**config.mk**
```make
export PLATFORM = sky130hd
export DESIGN_NAME = mmio_timer
export DESIGN_NICKNAME = d
export VERILOG_FILES = /design/src/rtl/mmio_timer_pkg.sv /design/src/rtl/timer_prescaler.sv /design/src/rtl/mmio_timer.sv
export SDC_FILE = /design/constraint.sdc
export NUM_CORES = 1
export LEC_CHECK = 0
export ABC_AREA = 1
export BUFFER_PORTS_ARGS = -buffer_cell sky130_fd_sc_hd__buf_2
export CORE_ASPECT_RATIO = 1.25
export CORE_MARGIN = 2
export CORE_UTILIZATION = 35
export DETAILED_ROUTE_END_ITERATION = 7
export PLACE_DENSITY = 0.49
export SETUP_SLACK_MARGIN = 0.15
export SLEW_MARGIN = 20
export SYNTH_ARGS = -nofsm -noshare
export SYNTH_HDL_FRONTEND = slang
export SYNTH_HIERARCHICAL = 1
export SYNTH_SLANG_ARGS = --single-unit
```
**constraint.sdc**
```tcl
create_clock -name clk -period 2.4 [get_ports clk]
set_clock_uncertainty 0.1 [all_clocks]
set_input_delay 0.12 -clock clk [delete_from_list [all_inputs] [get_ports clk]]
set_output_delay 0.12 -clock clk [all_outputs]
set_load 0.005 [all_outputs]
```
**src/rtl/mmio_timer_pkg.sv**
```systemverilog
// -----------------------------------------------------------------------------
// mmio_timer_pkg
//   Shared constants for the memory-mapped timer peripheral:
//     - RegWidth          : width of the CPU data-RAM buses
//     - TIMER_* offsets   : byte offsets of the timer registers in the window
//     - CTRL_* / STATUS_* : bit positions inside CTRL and STATUS
//     - byte_merge()      : byte-lane masked register update helper
// -----------------------------------------------------------------------------
package mmio_timer_pkg;

    localparam int unsigned RegWidth = 32;
    localparam int unsigned LaneCnt  = RegWidth / 8;

    typedef logic [RegWidth-1:0] word_t;
    typedef logic [LaneCnt-1:0]  lanes_t;

    // Register offsets within the 32-byte window (addr[4:0], low bits zero).
    localparam logic [4:0] TIMER_CTRL     = 5'h00;
    localparam logic [4:0] TIMER_COUNT    = 5'h04;
    localparam logic [4:0] TIMER_COMPARE  = 5'h08;
    localparam logic [4:0] TIMER_STATUS   = 5'h0C;
    localparam logic [4:0] TIMER_PRESCALE = 5'h10;

    // CTRL bit positions.
    localparam int unsigned CTRL_EN   = 0;
    localparam int unsigned CTRL_AUTO = 1;
    localparam int unsigned CTRL_IE   = 2;

    // STATUS bit positions.
    localparam int unsigned STATUS_MATCH = 0;

    // Replace the bytes of old_val whose lane bit is set with those of new_val.
    function automatic word_t byte_merge(
        input word_t  old_val,
        input word_t  new_val,
        input lanes_t sel
    );
        word_t res;
        res = old_val;
        for (int unsigned i = 0; i < LaneCnt; i++) begin
            if (sel[i]) begin
                res[8*i +: 8] = new_val[8*i +: 8];
            end
        end
        return res;
    endfunction

endpackage

```
**src/rtl/timer_prescaler.sv**
```systemverilog
// -----------------------------------------------------------------------------
// timer_prescaler
//   Divides the clock down to a one-cycle tick for the timer count.
//   The internal counter runs 0..prescale while enabled and wraps to 0 on the
//   cycle it reaches prescale; that cycle is the tick. prescale = 0 therefore
//   ticks every enabled cycle.
//
// Ports:
//   clk      in   clock, rising edge
//   rst      in   asynchronous active-low reset
//   en       in   count enable; when low the counter holds its value
//   prescale in   terminal value of the internal counter
//   clear    in   forces the counter to 0 and suppresses the tick this cycle
//   tick     out  one-cycle pulse at the terminal count
// -----------------------------------------------------------------------------
module timer_prescaler
    import mmio_timer_pkg::*;
(
    input  logic                clk,
    input  logic                rst,
    input  logic                en,
    input  logic [RegWidth-1:0] prescale,
    input  logic                clear,
    output logic                tick
);

    logic [RegWidth-1:0] r_pcnt;
    logic                w_terminal;

    assign w_terminal = (r_pcnt == prescale);

    // A clear (software PRESCALE access) restarts the period, so the tick that
    // would otherwise fire on this edge is dropped.
    assign tick = en && w_terminal && !clear;

    always_ff @(posedge clk or negedge rst) begin
        if (!rst) begin
            r_pcnt <= '0;
        end else if (clear) begin
            r_pcnt <= '0;
        end else if (en) begin
            r_pcnt <= w_terminal ? '0 : r_pcnt + word_t'(1);
        end
    end

endmodule

```
**src/rtl/mmio_timer.sv**
```systemverilog
// -----------------------------------------------------------------------------
// mmio_timer
//   Timer peripheral answering the CPU data-RAM port beside data_ram.
//   Provides a prescaled 32-bit up-counter, a compare match with optional
//   auto-reload and a level interrupt. Reads have the same one-cycle latency
//   as data_ram.
//
//   Register window at BASE_ADDR (addr[4:2] selects):
//     0x00 CTRL     [0] EN, [1] AUTO, [2] IE
//     0x04 COUNT    32-bit counter
//     0x08 COMPARE  32-bit compare value
//     0x0C STATUS   [0] MATCH, write-1-to-clear
//     0x10 PRESCALE 32-bit prescaler terminal value
//     0x14-0x1C     reserved, read 0, writes dropped
//
// Ports:
//   clk      in   clock, rising edge
//   rst      in   asynchronous active-low reset
//   ram_en   in   request valid
//   write_en in   1 = write, 0 = read
//   addr     in   byte address, [1:0] ignored
//   select   in   byte-lane write enables
//   data_i   in   write data
//   data_o   out  registered read data, held between read hits
//   irq_o    out  MATCH & IE
// -----------------------------------------------------------------------------
module mmio_timer
    import mmio_timer_pkg::*;
#(
    parameter logic [RegWidth-1:0] BASE_ADDR = 32'h1FD0_0000
) (
    input  logic                clk,
    input  logic                rst,
    input  logic                ram_en,
    input  logic                write_en,
    input  logic [RegWidth-1:0] addr,
    input  logic [LaneCnt-1:0]  select,
    input  logic [RegWidth-1:0] data_i,
    output logic [RegWidth-1:0] data_o,
    output logic                irq_o
);

    // -------------------------------------------------------------------------
    // Register state
    // -------------------------------------------------------------------------
    logic [2:0]          r_ctrl;
    logic [RegWidth-1:0] r_count;
    logic [RegWidth-1:0] r_compare;
    logic                r_match;
    logic [RegWidth-1:0] r_prescale;
    logic [RegWidth-1:0] r_data;

    // -------------------------------------------------------------------------
    // Decode
    // -------------------------------------------------------------------------
    logic       w_hit;
    logic       w_wr;
    logic       w_rd;
    logic [4:0] w_off;
    logic       w_any_lane;
    logic       w_wr_ctrl;
    logic       w_wr_count;
    logic       w_wr_compare;
    logic       w_wr_status;
    logic       w_wr_prescale;
    logic       w_unused_addr;

    assign w_hit      = ram_en && (addr[RegWidth-1:5] == BASE_ADDR[RegWidth-1:5]);
    assign w_wr       = w_hit && write_en;
    assign w_rd       = w_hit && !write_en;
    assign w_off      = {addr[4:2], 2'b00};
    assign w_any_lane = |select;

    assign w_wr_ctrl     = w_wr && (w_off == TIMER_CTRL);
    assign w_wr_count    = w_wr && (w_off == TIMER_COUNT);
    assign w_wr_compare  = w_wr && (w_off == TIMER_COMPARE);
    assign w_wr_status   = w_wr && (w_off == TIMER_STATUS);
    assign w_wr_prescale = w_wr && (w_off == TIMER_PRESCALE);

    // Word-aligned port: the byte offset bits carry no information.
    assign w_unused_addr = ^addr[1:0];

    // -------------------------------------------------------------------------
    // Prescaler
    // -------------------------------------------------------------------------
    logic w_tick;

    // Any write to PRESCALE restarts the period, even with no lanes selected.
    timer_prescaler u_prescaler (
        .clk      (clk),
        .rst      (rst),
        .en       (r_ctrl[CTRL_EN]),
        .prescale (r_prescale),
        .clear    (w_wr_prescale),
        .tick     (w_tick)
    );

    // -------------------------------------------------------------------------
    // Count / match
    // -------------------------------------------------------------------------
    logic                w_cnt_sw;
    logic                w_tick_cnt;
    logic                w_eq;
    logic                w_match_set;
    logic                w_match_clr;
    logic [RegWidth-1:0] w_count_tick;

    // A software COUNT write that actually changes bytes owns the edge: the
    // tick is discarded and no compare is evaluated against the old value.
    assign w_cnt_sw    = w_wr_count && w_any_lane;
    assign w_tick_cnt  = w_tick && !w_cnt_sw;
    assign w_eq        = (r_count == r_compare);
    assign w_match_set = w_tick_cnt && w_eq;
    assign w_match_clr = w_wr_status && select[0] && data_i[STATUS_MATCH];

    // 0xFFFF_FFFF + 1 wraps naturally to 0; only equality sets MATCH.
    assign w_count_tick = (w_eq && r_ctrl[CTRL_AUTO]) ? '0 : r_count + word_t'(1);

    // -------------------------------------------------------------------------
    // Read mux (pre-update register values)
    // -------------------------------------------------------------------------
    logic [RegWidth-1:0] w_rdata;

    always_comb begin
        w_rdata = '0;
        case (w_off)
            TIMER_CTRL: begin
                w_rdata[CTRL_EN]   = r_ctrl[CTRL_EN];
                w_rdata[CTRL_AUTO] = r_ctrl[CTRL_AUTO];
                w_rdata[CTRL_IE]   = r_ctrl[CTRL_IE];
            end
            TIMER_COUNT:    w_rdata = r_count;
            TIMER_COMPARE:  w_rdata = r_compare;
            TIMER_STATUS:   w_rdata[STATUS_MATCH] = r_match;
            TIMER_PRESCALE: w_rdata = r_prescale;
            default:        w_rdata = '0;
        endcase
    end

    // -------------------------------------------------------------------------
    // Register update
    // -------------------------------------------------------------------------
    always_ff @(posedge clk or negedge rst) begin
        if (!rst) begin
            r_ctrl     <= '0;
            r_count    <= '0;
            r_compare  <= '0;
            r_match    <= 1'b0;
            r_prescale <= '0;
            r_data     <= '0;
        end else begin
            // CTRL only has bits in lane 0.
            if (w_wr_ctrl && select[0]) begin
                r_ctrl[CTRL_EN]   <= data_i[CTRL_EN];
                r_ctrl[CTRL_AUTO] <= data_i[CTRL_AUTO];
                r_ctrl[CTRL_IE]   <= data_i[CTRL_IE];
            end

            if (w_wr_compare) begin
                r_compare <= byte_merge(r_compare, data_i, select);
            end

            if (w_wr_prescale) begin
                r_prescale <= byte_merge(r_prescale, data_i, select);
            end

            if (w_cnt_sw) begin
                r_count <= byte_merge(r_count, data_i, select);
            end else if (w_tick_cnt) begin
                r_count <= w_count_tick;
            end

            // A match raised by the hardware wins over a same-edge W1C.
            if (w_match_set) begin
                r_match <= 1'b1;
            end else if (w_match_clr) begin
                r_match <= 1'b0;
            end

            if (w_rd) begin
                r_data <= w_rdata;
            end
        end
    end

    assign data_o = r_data;
    assign irq_o  = r_match && r_ctrl[CTRL_IE];

endmodule

```
# After elaboration in Yosys (flattened, before gate mapping)
# Cells that the tools add are included.
[word_totals] ff_bits=164 inputBits=72 output_inout_bits=33 wordCells=82
[classes] add_sub_neg=2 n_eq_ne=11 mux=15 n_reduce_logical=38
[ops] op="$mux 32" n=6
[ops] op="$pmux 29 s3" n=1
[ops] op="$add 32x1->32 const B" n=2
[ops] op="$eq 32x32->1" n=2
[ops] op="$mux 8" n=4
[ops] op="$eq 27x24->1 const B" n=1
[ops] op="$reduce_and 2->1" n=12
[ops] op="$logic_and 1x1->1" n=18
[ops] op="$ne 2x2->1 const B" n=4
[ops] op="$pmux 2 s4" n=1
[ops] op="$eq 3x2->1 const B" n=2
[ops] op="$reduce_bool 2->1" n=3
[ops] op="$logic_not 5->1" n=1
[ops] op="$pmux 1 s5" n=1
[ops] op="$reduce_or 4->1" n=1
[ops] op="$eq 3x1->1 const B" n=1
[ops] op="$eq 3x3->1 const B" n=1
[ops] op="$logic_not 1->1" n=3
[ops] op="$mux 1" n=2

# Logic depth before layout (Yosys ltp)
# Gate-level depths: netlist of the first run.
[logic_depth] word_depth=9 depth_mapped=17 ltp_nobuf=17

# Modules after synthesis
# Netlist of the first run, hierarchy kept.
[by_module_without_submodules] module="mmio_timer" instances=1 cells_each=1003 area_per_inst_um2=7480.9 seq_area_each_um2=3303.2
[by_module_without_submodules] module="timer_prescaler" instances=1 cells_each=399 area_per_inst_um2=2568.7 seq_area_each_um2=800.8

# Worst setup path before layout of the first run
# Ideal clock, no wire load.
[synth_path] path_type="input to register" startpoint="in addr[30]" endpoint="reg r_count[28]" setup_time_ps=125 arrival_time_ps=1941 required_ps=2175 setup_slack_ps=234 cell_stages=15 n_path_buf=3 path_cell_list="nor2_1 > nand3_1 > inv_1 > nand3_1 > nor2_4 > nand2_4 > nor2_4 > nor2_2 > clkbuf_1 > nor3_1 > nand2_2 > buf_6 > buf_2 > a21oi_1 > a21oi_1"
[synth_via] elab_chain_cells=9 word_cells_on_any_way=14 classes_between="eq/ne: 2; mux: 1; reduce/logical: 11"
[synth_rtl] element="from (decl)" line_no="mmio_timer.sv:36" rtl="input logic [RegWidth-1:0] addr,"
[synth_rtl] element="$eq 27x24->1" line_no="mmio_timer.sv:68" rtl="assign w_hit = ram_en && (addr[RegWidth-1:5] == BASE_ADDR[RegWidth-1:5]);"
[synth_rtl] element="$logic_and 1x1->1" line_no="mmio_timer.sv:68"
[synth_rtl] element="$logic_and 1x1->1" line_no="mmio_timer.sv:69" rtl="assign w_wr = w_hit && write_en;"
[synth_rtl] element="$logic_and 1x1->1" line_no="mmio_timer.sv:78" rtl="assign w_wr_prescale = w_wr && (w_off == TIMER_PRESCALE);"
[synth_rtl] element="via w_wr_prescale" line_no="mmio_timer.sv:65" rtl="logic w_wr_prescale;"
[synth_rtl] element="$logic_not 1->1" line_no="timer_prescaler.sv:34" rtl="assign tick = en && w_terminal && !clear;"
[synth_rtl] element="$logic_and 1x1->1" line_no="timer_prescaler.sv:34"
[synth_rtl] element="via w_tick" line_no="mmio_timer.sv:86" rtl="logic w_tick;"
[synth_rtl] element="$logic_and 1x1->1" line_no="mmio_timer.sv:111" rtl="assign w_tick_cnt = w_tick && !w_cnt_sw;"
[synth_rtl] element="$reduce_bool 2->1 (no source line)"
[synth_rtl] element="$reduce_and 2->1 (no source line)"
[synth_rtl] element="to (signal assigned)" line_no="mmio_timer.sv:168" rtl="r_count <= byte_merge(r_count, data_i, select);"
[synth_rtl] element="to (signal assigned)" line_no="mmio_timer.sv:170" rtl="r_count <= w_count_tick;"
[synth_rtl] element="to (decl)" line_no="mmio_timer.sv:47" rtl="logic [RegWidth-1:0] r_count;"
# The timed path passes the listed nets, and every way through them passes these cells.
# A chain may end at the register's enable or synchronous reset.

# Worst setup path in the final report of the first run
[layout_path] startpoint="reg u_prescaler.r_pcnt[24]" endpoint="reg r_count[16]"
[layout_via] elab_chain_cells=6
[layout_rtl] element="from (decl)" line_no="timer_prescaler.sv:27" rtl="logic [RegWidth-1:0] r_pcnt;"
[layout_rtl] element="from (signal assigned)" line_no="timer_prescaler.sv:42" rtl="r_pcnt <= w_terminal ? '0 : r_pcnt + word_t'(1);"
[layout_rtl] element="$eq 32x32->1" line_no="timer_prescaler.sv:30" rtl="assign w_terminal = (r_pcnt == prescale);"
[layout_rtl] element="$logic_and 1x1->1 (2 in series)" line_no="timer_prescaler.sv:34"
[layout_rtl] element="via w_tick" line_no="mmio_timer.sv:86"
[layout_rtl] element="$logic_and 1x1->1" line_no="mmio_timer.sv:111"
[layout_rtl] element="$reduce_bool 2->1 (no source line)"
[layout_rtl] element="$reduce_and 2->1 (no source line)"
# The timed path passes the listed nets, and every way through them passes these cells.

==> results of run 1 <==
synthesized netlist by cell type (2+ instances only):
master	count
clkbuf_2	4
xnor2_1	50
a22o_1	9
o21ai_0	132
nand2_1	399
inv_1	136
a221oi_1	21
nor3b_1	2
nand2_2	8
nand2_4	2
nand3b_1	14
nor3_2	3
inv_2	3
a21oi_1	71
dfrtp_1	164
nand3_1	59
ha_1	2
o22ai_1	5
buf_2	21
a21oi_2	2
clkbuf_1	20
nor3_1	16
nor2_2	12
xor2_1	23
nand4_1	18
nor2_4	7
buf_6	7
nor2_1	175
o21ai_1	7
stage by stage:
step	cell area (µm²)	utilization [%]	worst slack [ns]	std cells
4_1_cts	12200	43.0	0.194	1932
3_3_place_gp	11200	39.7	0.111	1864
3_5_place_dp	11200	39.7	0.0689	1864
2_1_floorplan	10000	-	0.234	1402
6_report	12300	43.3	0.228	1935
5_1_grt	12300	43.3	0.0924	1935
placed cells by master, fill, tap and decap left out, types with 7 or more instances in the layout:
cell type and n:
buf_2 101, nand4_1 18, nor3_1 15, nor2_2 13
inv_1 133, nand3b_1 14, a22o_1 9, buf_4 54
a21oi_1 68, dfrtp_1 158, nor2_4 8, nor2_1 173
a221oi_1 21, o21ai_0 132, o21ai_1 7, dlygate4sd3_1 37
xor2_1 23, nand3_1 59, clkbuf_16 17, nand2_1 396
nand2_2 10, xnor2_1 49
power by group:
group | internal [mW] | leakage (nW) | switching, mW
sequential | 2.76 | 2.28 | 0.0000000309
combinational | 0.109 | 3.13 | 0.175
clock | 1.55 | 0.266 | 1.16
state kept, by name (all words and copies together) (netlist names):
signal              flops
data_o                 32
r_compare              32
r_count                32
r_prescale             32
u_prescaler/r_pcnt     32
r_ctrl                  3
r_match                 1
cell families (layout without fill, tap and decap cells):
family,count (synthesis),in the layout
and+or+nand+nor,718,718
DFF,164,164
xor gates and xnor gates,73,73
AOI/OAI and AO/OA,253,253
buffers and inverters,192,370
adders and majority gates,2,2
critical path, cell delays in order (launching register included):
cell     delay, ns
dfrtp_1       0.42
xnor2_1       0.16
nand2_1       0.06
nor2_1        0.10
nand2_1       0.11
nor2_4        0.15
nand2_2       0.08
nor3_2        0.12
buf_4         0.14
nand2_2       0.06
buf_6         0.15
buf_4         0.17
a21oi_1       0.14
a21oi_1       0.08
final cells by class:
type / count / share of cell area [%]
multi-input cells: 1046 / 42.4
flip-flops and latches: 164 / 33.5
repair buffers: 200 / 11.6
inverters: 139 / 4.26
clock buffers: 22 / 3.71
well taps: 355 / 3.62
clock inverters: 9 / 0.868
layer usage:
metal	share of wire [%]	track usage [%]
met5	0	0
met4	3.2	8.70
met2	48	38.4
met1	45	30.9
met3	3.5	2.64
final timing paths:
check	to	slack, ns
worst max register to register	r_count[16]	0.23
worst min-delay path	data_o[8]	0.03
worst max-delay path	r_count[16]	0.23
max in group asynchronous	r_compare[19]	1.48
worst min register to register	data_o[20]	0.38
min in group clk	r_prescale[1]	0.11
repair_timing:
action | CTS | global route
buffers inserted | 0 | 3
endpoints found under the setup margin | 32 | 32
hold buffers | 37 | 0
endpoints found under the hold margin | 254 | 0
gates resized for setup | 5 | 18
pin swaps | 0 | 4
==> summary.md, run 1 <==
| Metric | Value |
|---|---|
| Largest family of logic cells by synthesized area | `simple AND/OR/NAND/NOR gates` |
| CTS Buf Count | `17` |
| Synth Area in Simple Gates | `30.4%` |
| Reg area | `4110 µm²` |
| Gr usage total | `23.1%` |
| Hold Violations, Final | `0` |
| Largest net degree at the start of global routing | `67` |
| H-tree level count | `4` |
| DRC Markers | `0` |
| Routed WL per cell | `17.5 µm` |
| HP Class | `in2async` |
| Synthesized cell area | `10000 µm²` |
| Post-synth EDFFs | `0` |
| Root Driver | `clkbuf_16` |
| Clock Latency Late Sink | `0.44 ns` |
| Clock net sink count | `164` |
| Height of the die | `193 µm` |
| Vias | `9648` |
| Initial Util | `35.5%` |
| CP Launch Type | `flip-flop` |
| # fillers | `2884` |
| RSZ-0062 raised after global routing | `true` |
| Initial DRT Pass Iterations | `5` |
| Core Box Area | `28300 µm²` |
| Arrival time worst endpoint | `2.40 ns` |
| Clk buf depth | `2` |
| Critical Path Start | `u_prescaler/r_pcnt[24]` |
| Adder-Cell Fraction of Synth Area | `0.249%` |
| Area grow syn2layout | `22.0%` |
| Area of the multi-input gates | `5200 µm²` |
| CTS tree | `built` |
| Max cap viols | `0` |
| Syn nets | `1476` |
| Final hold slack | `0.0283 ns` |
| TNS Setup | `0 ns` |
| Sequential area share after synthesis | `around two fifths` |
| Pwr dens | `470 nW/µm²` |
| Fin crit period | `2.17 ns` |
| Fraction of layout cells with a size suffix above 1 | `15.8%` |
| Worst r2r src | `u_prescaler/r_pcnt[24]` |
| Reg clk slew, reported paths | `0.07 ns` |
| Peak supply drop | `around 0.37 mV` |
| First-pass GRT wire length | `53700 µm` |
| Worst-Margin Slew | `0.598 ns` |
| Number of distinct library cells after synthesis | `39` |
| IO buf count | `between 100 and 150` |
| Max-slew violation count | `0` |
| Diode count | `0` |
| Warnings, synthesis | `6` |
| Row count | `about 70` |
| Drt total wl | `33900 µm` |
| Pleak | `~5.7 nW` |
| Chip Width | `156 µm` |
| IO Count | `105` |
| Routability cong. | `0.901` |
| Initial antenna violation count | `0` |
| Vias/cell | `4.99` |
| Synth Area in Compound Gates | `14.1%` |
| Worst-path maximum fanout | `10` |
| Power, Total | `5.76 mW` |
| FMAX | `460 MHz` |
| Largest area contributor in the netlist | `dfrtp_1` |
| Overflow after GRT | `0` |
| Post-synth top flop | `dfrtp_1` |
| Vias in the first global route | `9526` |
| Gate Count Post-Synth | `1402` |
| #FFs+latches synth | `between 150 and 200` |
| XOR/XNOR share of the synthesized area | `6.36%` |
| Reg2Reg Depth | `13` |
| Post-synthesis mux area share | `0%` |
| Synth top area share | `40.8%` |
| Setup violations, final | `0` |
| CP Capture Type | `flip-flop` |
| Die Footprint | `around 30000 µm²` |
| FFs w/ async S/R, synth | `100%` |
| Top post-synthesis cells by area | `dfrtp_1 41%, nand2_1 15%, o21ai_0 6.6%` |
| Post-layout nets | `1642` |
| Antenna Nets Post-Route | `0` |
| DP HPWL | `26300 µm` |
| Status | `complete, no violations` |
| Critical path class | `reg2reg` |
| Period utilization | `90.5%` |
| Required time of the critical path | `between 2 and 3 ns` |
| Average cell area after synthesis | `~7.2 µm²` |
| Relative slew slack | `60.2%` |
| Drt first-iter violations | `about 560` |
Power figures use the tool's default switching activity.
==> run 2, diff against run 1 <==
--- a/config.mk
+++ b/config.mk
@@ -9,9 +9,9 @@
 export BUFFER_PORTS_ARGS = -buffer_cell sky130_fd_sc_hd__buf_2
 export CORE_ASPECT_RATIO = 1.25
 export CORE_MARGIN = 2
-export CORE_UTILIZATION = 35
+export CORE_UTILIZATION = 50
 export DETAILED_ROUTE_END_ITERATION = 7
-export PLACE_DENSITY = 0.49
+export PLACE_DENSITY = 0.66
 export SETUP_SLACK_MARGIN = 0.15
 export SLEW_MARGIN = 20
 export SYNTH_ARGS = -nofsm -noshare
==> summary.md, run 2 (same netlist as run 1, synthesis figures left out) <==
| Metric | Value |
|---|---|
| H-tree level count | `4` |
| Vias | `between 9000 and 10000` |
| DP HPWL | `23800 µm` |
| Die Footprint | `21300 µm²` |
| Setup violations, final | `0` |
| Routed WL per cell | `between 15 and 20 µm` |
| Reg clk slew, reported paths | `roughly 0.080 ns` |
| Commonest non-fill, non-tap cell in the layout | `nand2_1` |
| Clock net sink count | `164` |
| DRC Markers | `0` |
| Root Driver | `clkbuf_16` |
| Hold Violations, Final | `0` |
| Worst-path maximum fanout | `5` |
| RSZ-0062 raised after global routing | `true` |
| Initial antenna violation count | `0` |
| Critical path class | `reg2reg` |
| Height of the die | `163 µm` |
| Vias in the first global route | `9378` |
| Drt total wl | `between 30000 and 40000 µm` |
| Arrival time worst endpoint | `2.39 ns` |
| Max-slew violation count | `0` |
| Antenna Nets Post-Route | `0` |
| Largest net degree at the start of global routing | `74` |
| Most frequent cells in the layout | `394 x nand2_1, 172 x nor2_1, 158 x dfrtp_1` |
| Area post-placement | `roughly 11000 µm²` |
| Post-layout nets | `roughly 1600` |
| Reg area | `4110 µm²` |
| Initial DRT Pass Iterations | `5` |
| Drt first-iter violations | `796` |
| Peak supply drop | `0.474 mV` |
| Highest routed layer | `met4` |
| Final hold slack | `0.0991 ns` |
| TNS Setup | `0 ns` |
| WL met2 | `15100 µm` |
| Area of the multi-input gates | `5190 µm²` |
| Diode count | `0` |
| Power, Total | `5.80 mW` |
| Row count | `between 50 and 60` |
| Max cap viols | `0` |
| Clock Latency Late Sink | `between 0.4 and 0.5 ns` |
| Initial Util | `50.4%` |
| # fillers | `1873` |
| Core Box Area | `20000 µm²` |
| Vias/cell | `about 5.4` |
| CP Launch Type | `flip-flop` |
| IO buf count | `102` |
| IO Count | `105` |
| CP Capture Type | `flip-flop` |
| Fraction of layout cells with a size suffix above 1 | `15.5%` |
| CTS tree | `built` |
| Status | `complete, no violations` |
| First-pass GRT wire length | `just under 50000 µm` |
| Post-placement cell count | `roughly 1800` |
| WL met3 | `1680 µm` |
| Pwr dens | `around 480 nW/µm²` |
| Fin crit period | `2.18 ns` |
| Post-route cell area | `12100 µm²` |
| CTS Buf Count | `17` |
| Worst-Margin Slew | `0.550 ns` |
| Pleak | `around 5.7 nW` |
| Clk buf depth | `2` |
| WL met1 | `13700 µm` |
| Flop-to-flop setup slack | `0.22 ns` |
| Gr usage total | `slightly above 30%` |
| Period utilization | `90.7%` |
| Required time of the critical path | `2.61 ns` |
| HP Class | `in2reg` |
| Routability cong. | `1.01` |
| Overflow after GRT | `0` |
| Layout Cells excl Fill | `around 1800` |
| FMAX | `459 MHz` |
| Relative slew slack | `around 63%` |
| Area grow syn2layout | `20.3%` |
| Chip Width | `131 µm` |
-- run 2: changes by cell type in the layout (fill, tap and decap cells not counted), sizes merged --
cell	before	now
clkinvlp	3	0
clkinv	4	6
bufinv	2	1
inv	139	146
clkbuf	22	20
buf	163	150
-- run 2: stage by stage --
stage	util, %	setup slack (ns)
2_1_floorplan	-	0.234
3_3_place_gp	55.0	0.149
3_5_place_dp	55.0	0.0986
4_1_cts	59.8	0.192
5_1_grt	60.6	0.124
6_report	60.6	0.223
-- run 2: critical path, stage by stage (launching register included) --
cell and delay (ns):
dfrtp_1 0.49, nand3_1 0.24, nor2_1 0.30, nand3_1 0.28, nor2_1 0.21, xor2_1 0.23
inv_1 0.06, nand3_1 0.07, a21oi_1 0.07
-- run 2: cell type report --
| type | instances | area share, % |
|---|---|---|
| Tap cell | 270 | 2.79 |
| Clock inverter | 14 | 1.17 |
| Timing Repair Buffer | 189 | 11.2 |
| Inverter | 139 | 4.31 |
| Clock buffer | 18 | 3.63 |
| Multi-Input combinational cell | 1046 | 42.9 |
| Sequential cell | 164 | 34.0 |
-- run 2: worst paths after layout --
path                                  from                     to  cells past startpoint
worst max-delay path            r_count[1]            r_count[21]                      8
min in group asynchronous              rst  u_prescaler/r_pcnt[3]                      2
max in group asynchronous              rst          r_compare[21]                      3
worst min register to register  data_o[28]             data_o[28]                      2
worst min-delay path             select[0]          r_prescale[1]                      3
worst max register to register  r_count[1]            r_count[21]                      8
-- run 2: timing repair --
item,in CTS,in global routing
pin swaps,0,10
setup buffers,0,7
setup endpoints to repair,31,39
hold buffers,37,0
resized for setup,5,20
endpoints found under the hold margin,155,0
cloned,0,2
-- run 2: report_power, final --
group          internal [mW]  switching [mW]  leakage (nW)
Sequential              2.76    0.0000000334          2.28
Clock                   1.49            1.26         0.290
Combinational          0.109           0.174          3.09
-- run 2: per-layer routing --
layer / up-vias / global-route usage [%]
met5: - / 0
met4: 0 / 13.8
met3: 70 / 3.71
met2: 369 / 49.7
met1: 4692 / 40.9
li1: 4837 / -
==> run 3, diff against run 2 <==
--- a/config.mk
+++ b/config.mk
@@ -11,7 +11,7 @@
 export CORE_MARGIN = 2
 export CORE_UTILIZATION = 50
 export DETAILED_ROUTE_END_ITERATION = 7
-export PLACE_DENSITY = 0.66
+export PLACE_DENSITY = 0.69
 export SETUP_SLACK_MARGIN = 0.15
 export SLEW_MARGIN = 20
 export SYNTH_ARGS = -nofsm -noshare
==> summary.md, run 3 (same netlist as run 1, synthesis figures left out) <==
| Metric | Value |
|---|---|
| Pwr dens | `469 nW/µm²` |
| Required time of the critical path | `2.64 ns` |
| Core Box Area | `20000 µm²` |
| DP HPWL | `approximately 24000 µm` |
| HP Class | `in2reg` |
| Vias in the first global route | `9380` |
| Routed WL per cell | `about 17 µm` |
| CP Capture Type | `flip-flop` |
| Chip Width | `131 µm` |
| Hold Violations, Final | `0` |
| Clock Latency Late Sink | `about 0.44 ns` |
| Overflow after GRT | `0` |
| Drt first-iter violations | `916` |
| Largest net degree at the start of global routing | `between 60 and 70` |
| Worst r2r src | `u_prescaler/r_pcnt[22]` |
| # fillers | `1806` |
| RSZ-0062 raised after global routing | `true` |
| Peak supply drop | `0.521 mV` |
| Pre-CTS setup slack | `0.0977 ns` |
| Die Footprint | `21300 µm²` |
| Clock net sink count | `between 150 and 200` |
| Period utilization | `between 90% and 100%` |
| Slack of the critical path | `0.189 ns` |
| H-tree level count | `4` |
| FMAX | `~450 MHz` |
| Max cap viols | `0` |
| IO buf count | `around 100` |
| Row count | `between 50 and 60` |
| Routability cong. | `about 0.95` |
| IO Count | `105` |
| Gr usage total | `30.5%` |
| Post-layout nets | `1646` |
| Most frequent cells in the layout | `395 x nand2_1, 172 x nor2_1, 163 x dfrtp_1` |
| Fin crit period | `2.21 ns` |
| Height of the die | `around 160 µm` |
| Root Driver | `clkbuf_16` |
| Max-slew violation count | `0` |
| Fraction of layout cells with a size suffix above 1 | `about 17%` |
| Critical Path Start | `u_prescaler/r_pcnt[22]` |
| Initial Util | `about half` |
| Pleak | `5.74 nW` |
| Relative slew slack | `53.7%` |
| First-pass GRT wire length | `49500 µm` |
| TNS Setup | `0 ns` |
| CTS tree | `built` |
| Hold path startpoint | `addr[2]` |
| Antenna Nets Post-Route | `0` |
| CTS Buf Count | `17` |
| Vias | `10100` |
| Area grow syn2layout | `21.6%` |
| Drt total wl | `31800 µm` |
| Reg clk slew, reported paths | `0.07 ns` |
| Clk buf depth | `2` |
| Initial antenna violation count | `0` |
| Critical path class | `reg2reg` |
| CP Launch Type | `flip-flop` |
| Initial DRT Pass Iterations | `6` |
| Arrival time worst endpoint | `approximately 2.5 ns` |
| Commonest non-fill, non-tap cell in the layout | `nand2_1` |
| Diode count | `0` |
| Worst-Margin Slew | `0.693 ns` |
| Status | `complete, no violations` |
| Setup violations, final | `0` |
| Worst-path maximum fanout | `7` |
| DRC Markers | `0` |
| Vias/cell | `between 5 and 6` |
==> run 3: cell count changes in the layout (fill, tap and decap cells not counted), moves of 2 or more <==
| cell | delta |
|---|---|
| a21oi_2 | +7 |
| inv_6 | -2 |
| buf_4 | +12 |
| dfrtp_2 | -5 |
| buf_6 | +5 |
| buf_12 | -2 |
| dfrtp_1 | +5 |
| inv_8 | -2 |
| clkinvlp_4 | +2 |
| a21oi_1 | -8 |
==> run 3: final timing paths <==
| path | depth (start not counted) | endpoint | slack (ns) |
|---|---|---|---|
| max in group asynchronous | 3 | r_compare[28] | 1.33 |
| worst max-delay path | 13 | r_count[26] | 0.19 |
| worst min-delay path | 4 | r_match | 0.04 |
| min in group asynchronous | 2 | u_prescaler/r_pcnt[6] | 0.14 |
| worst min register to register | 2 | data_o[10] | 0.39 |
| worst max register to register | 13 | r_count[26] | 0.19 |
==> run 3: metal layers <==
layer	wire length (µm)	track usage [%]	part of all wire, %
met1	13000	40.1	41
met2	15100	49.2	47
met3	2090	4.76	6.6
met4	1640	14.4	5.2
met5	0	0	0
==> run 3: layout make-up <==
class / instances / area [µm²] / share of cell area, %
clock buffer: 18 / 439 / 3.59
clock inverter: 14 / 130 / 1.06
inverter: 139 / 522 / 4.27
multi-input combinational: 1046 / 5220 / 42.7
sequential: 164 / 4110 / 33.6
tap: 270 / 338 / 2.76
timing repair buffer: 204 / 1460 / 12.0
==> run 3: power by group <==
part           switching (mW)  internal, mW
clock                    1.22          1.47
combinational           0.175         0.108
sequential       0.0000000318          2.76
total                    1.40          4.34
==> run 3: repair_timing <==
action / in CTS / in global routing
gates cloned: 0 / 2
endpoints found under the hold margin: 148 / 0
hold buffers: 36 / 0
gates resized for setup: 2 / 37
setup buffers: 2 / 3
endpoints found under the setup margin: 28 / 39
pin swaps: 2 / 14
==> run 3: worst max-delay path, cell delays in order (launching register included) <==
cell       delay, ns
dfrtp_1         0.42
xnor2_1         0.18
nand2_1         0.09
nor2_1          0.14
nand2_1         0.08
nor2_2          0.16
nand2_2         0.08
nor3_2          0.10
buf_4           0.16
nand2_4         0.07
clkbuf_16       0.17
buf_12          0.14
a21oi_4         0.14
a21oi_2         0.06
==> run 3: metrics by stage <==
| step | instances | hold WS (ns) | area (µm²) | util [%] | power, mW |
|---|---|---|---|---|---|
| after floorplan | 1402 | -0.276 | 10000 | - | 2.87 |
| after global placement | 1780 | 0.0468 | 11100 | 55.5 | 3.05 |
| after detailed placement | 1780 | 0.0441 | 11100 | 55.5 | 3.05 |
| after CTS | 1850 | 0.0193 | 12000 | 60.3 | 5.75 |
| after global routing | 1855 | 0.0542 | 12200 | 61.2 | 5.90 |
| final | 1855 | 0.0432 | 12200 | 61.2 | 5.73 |
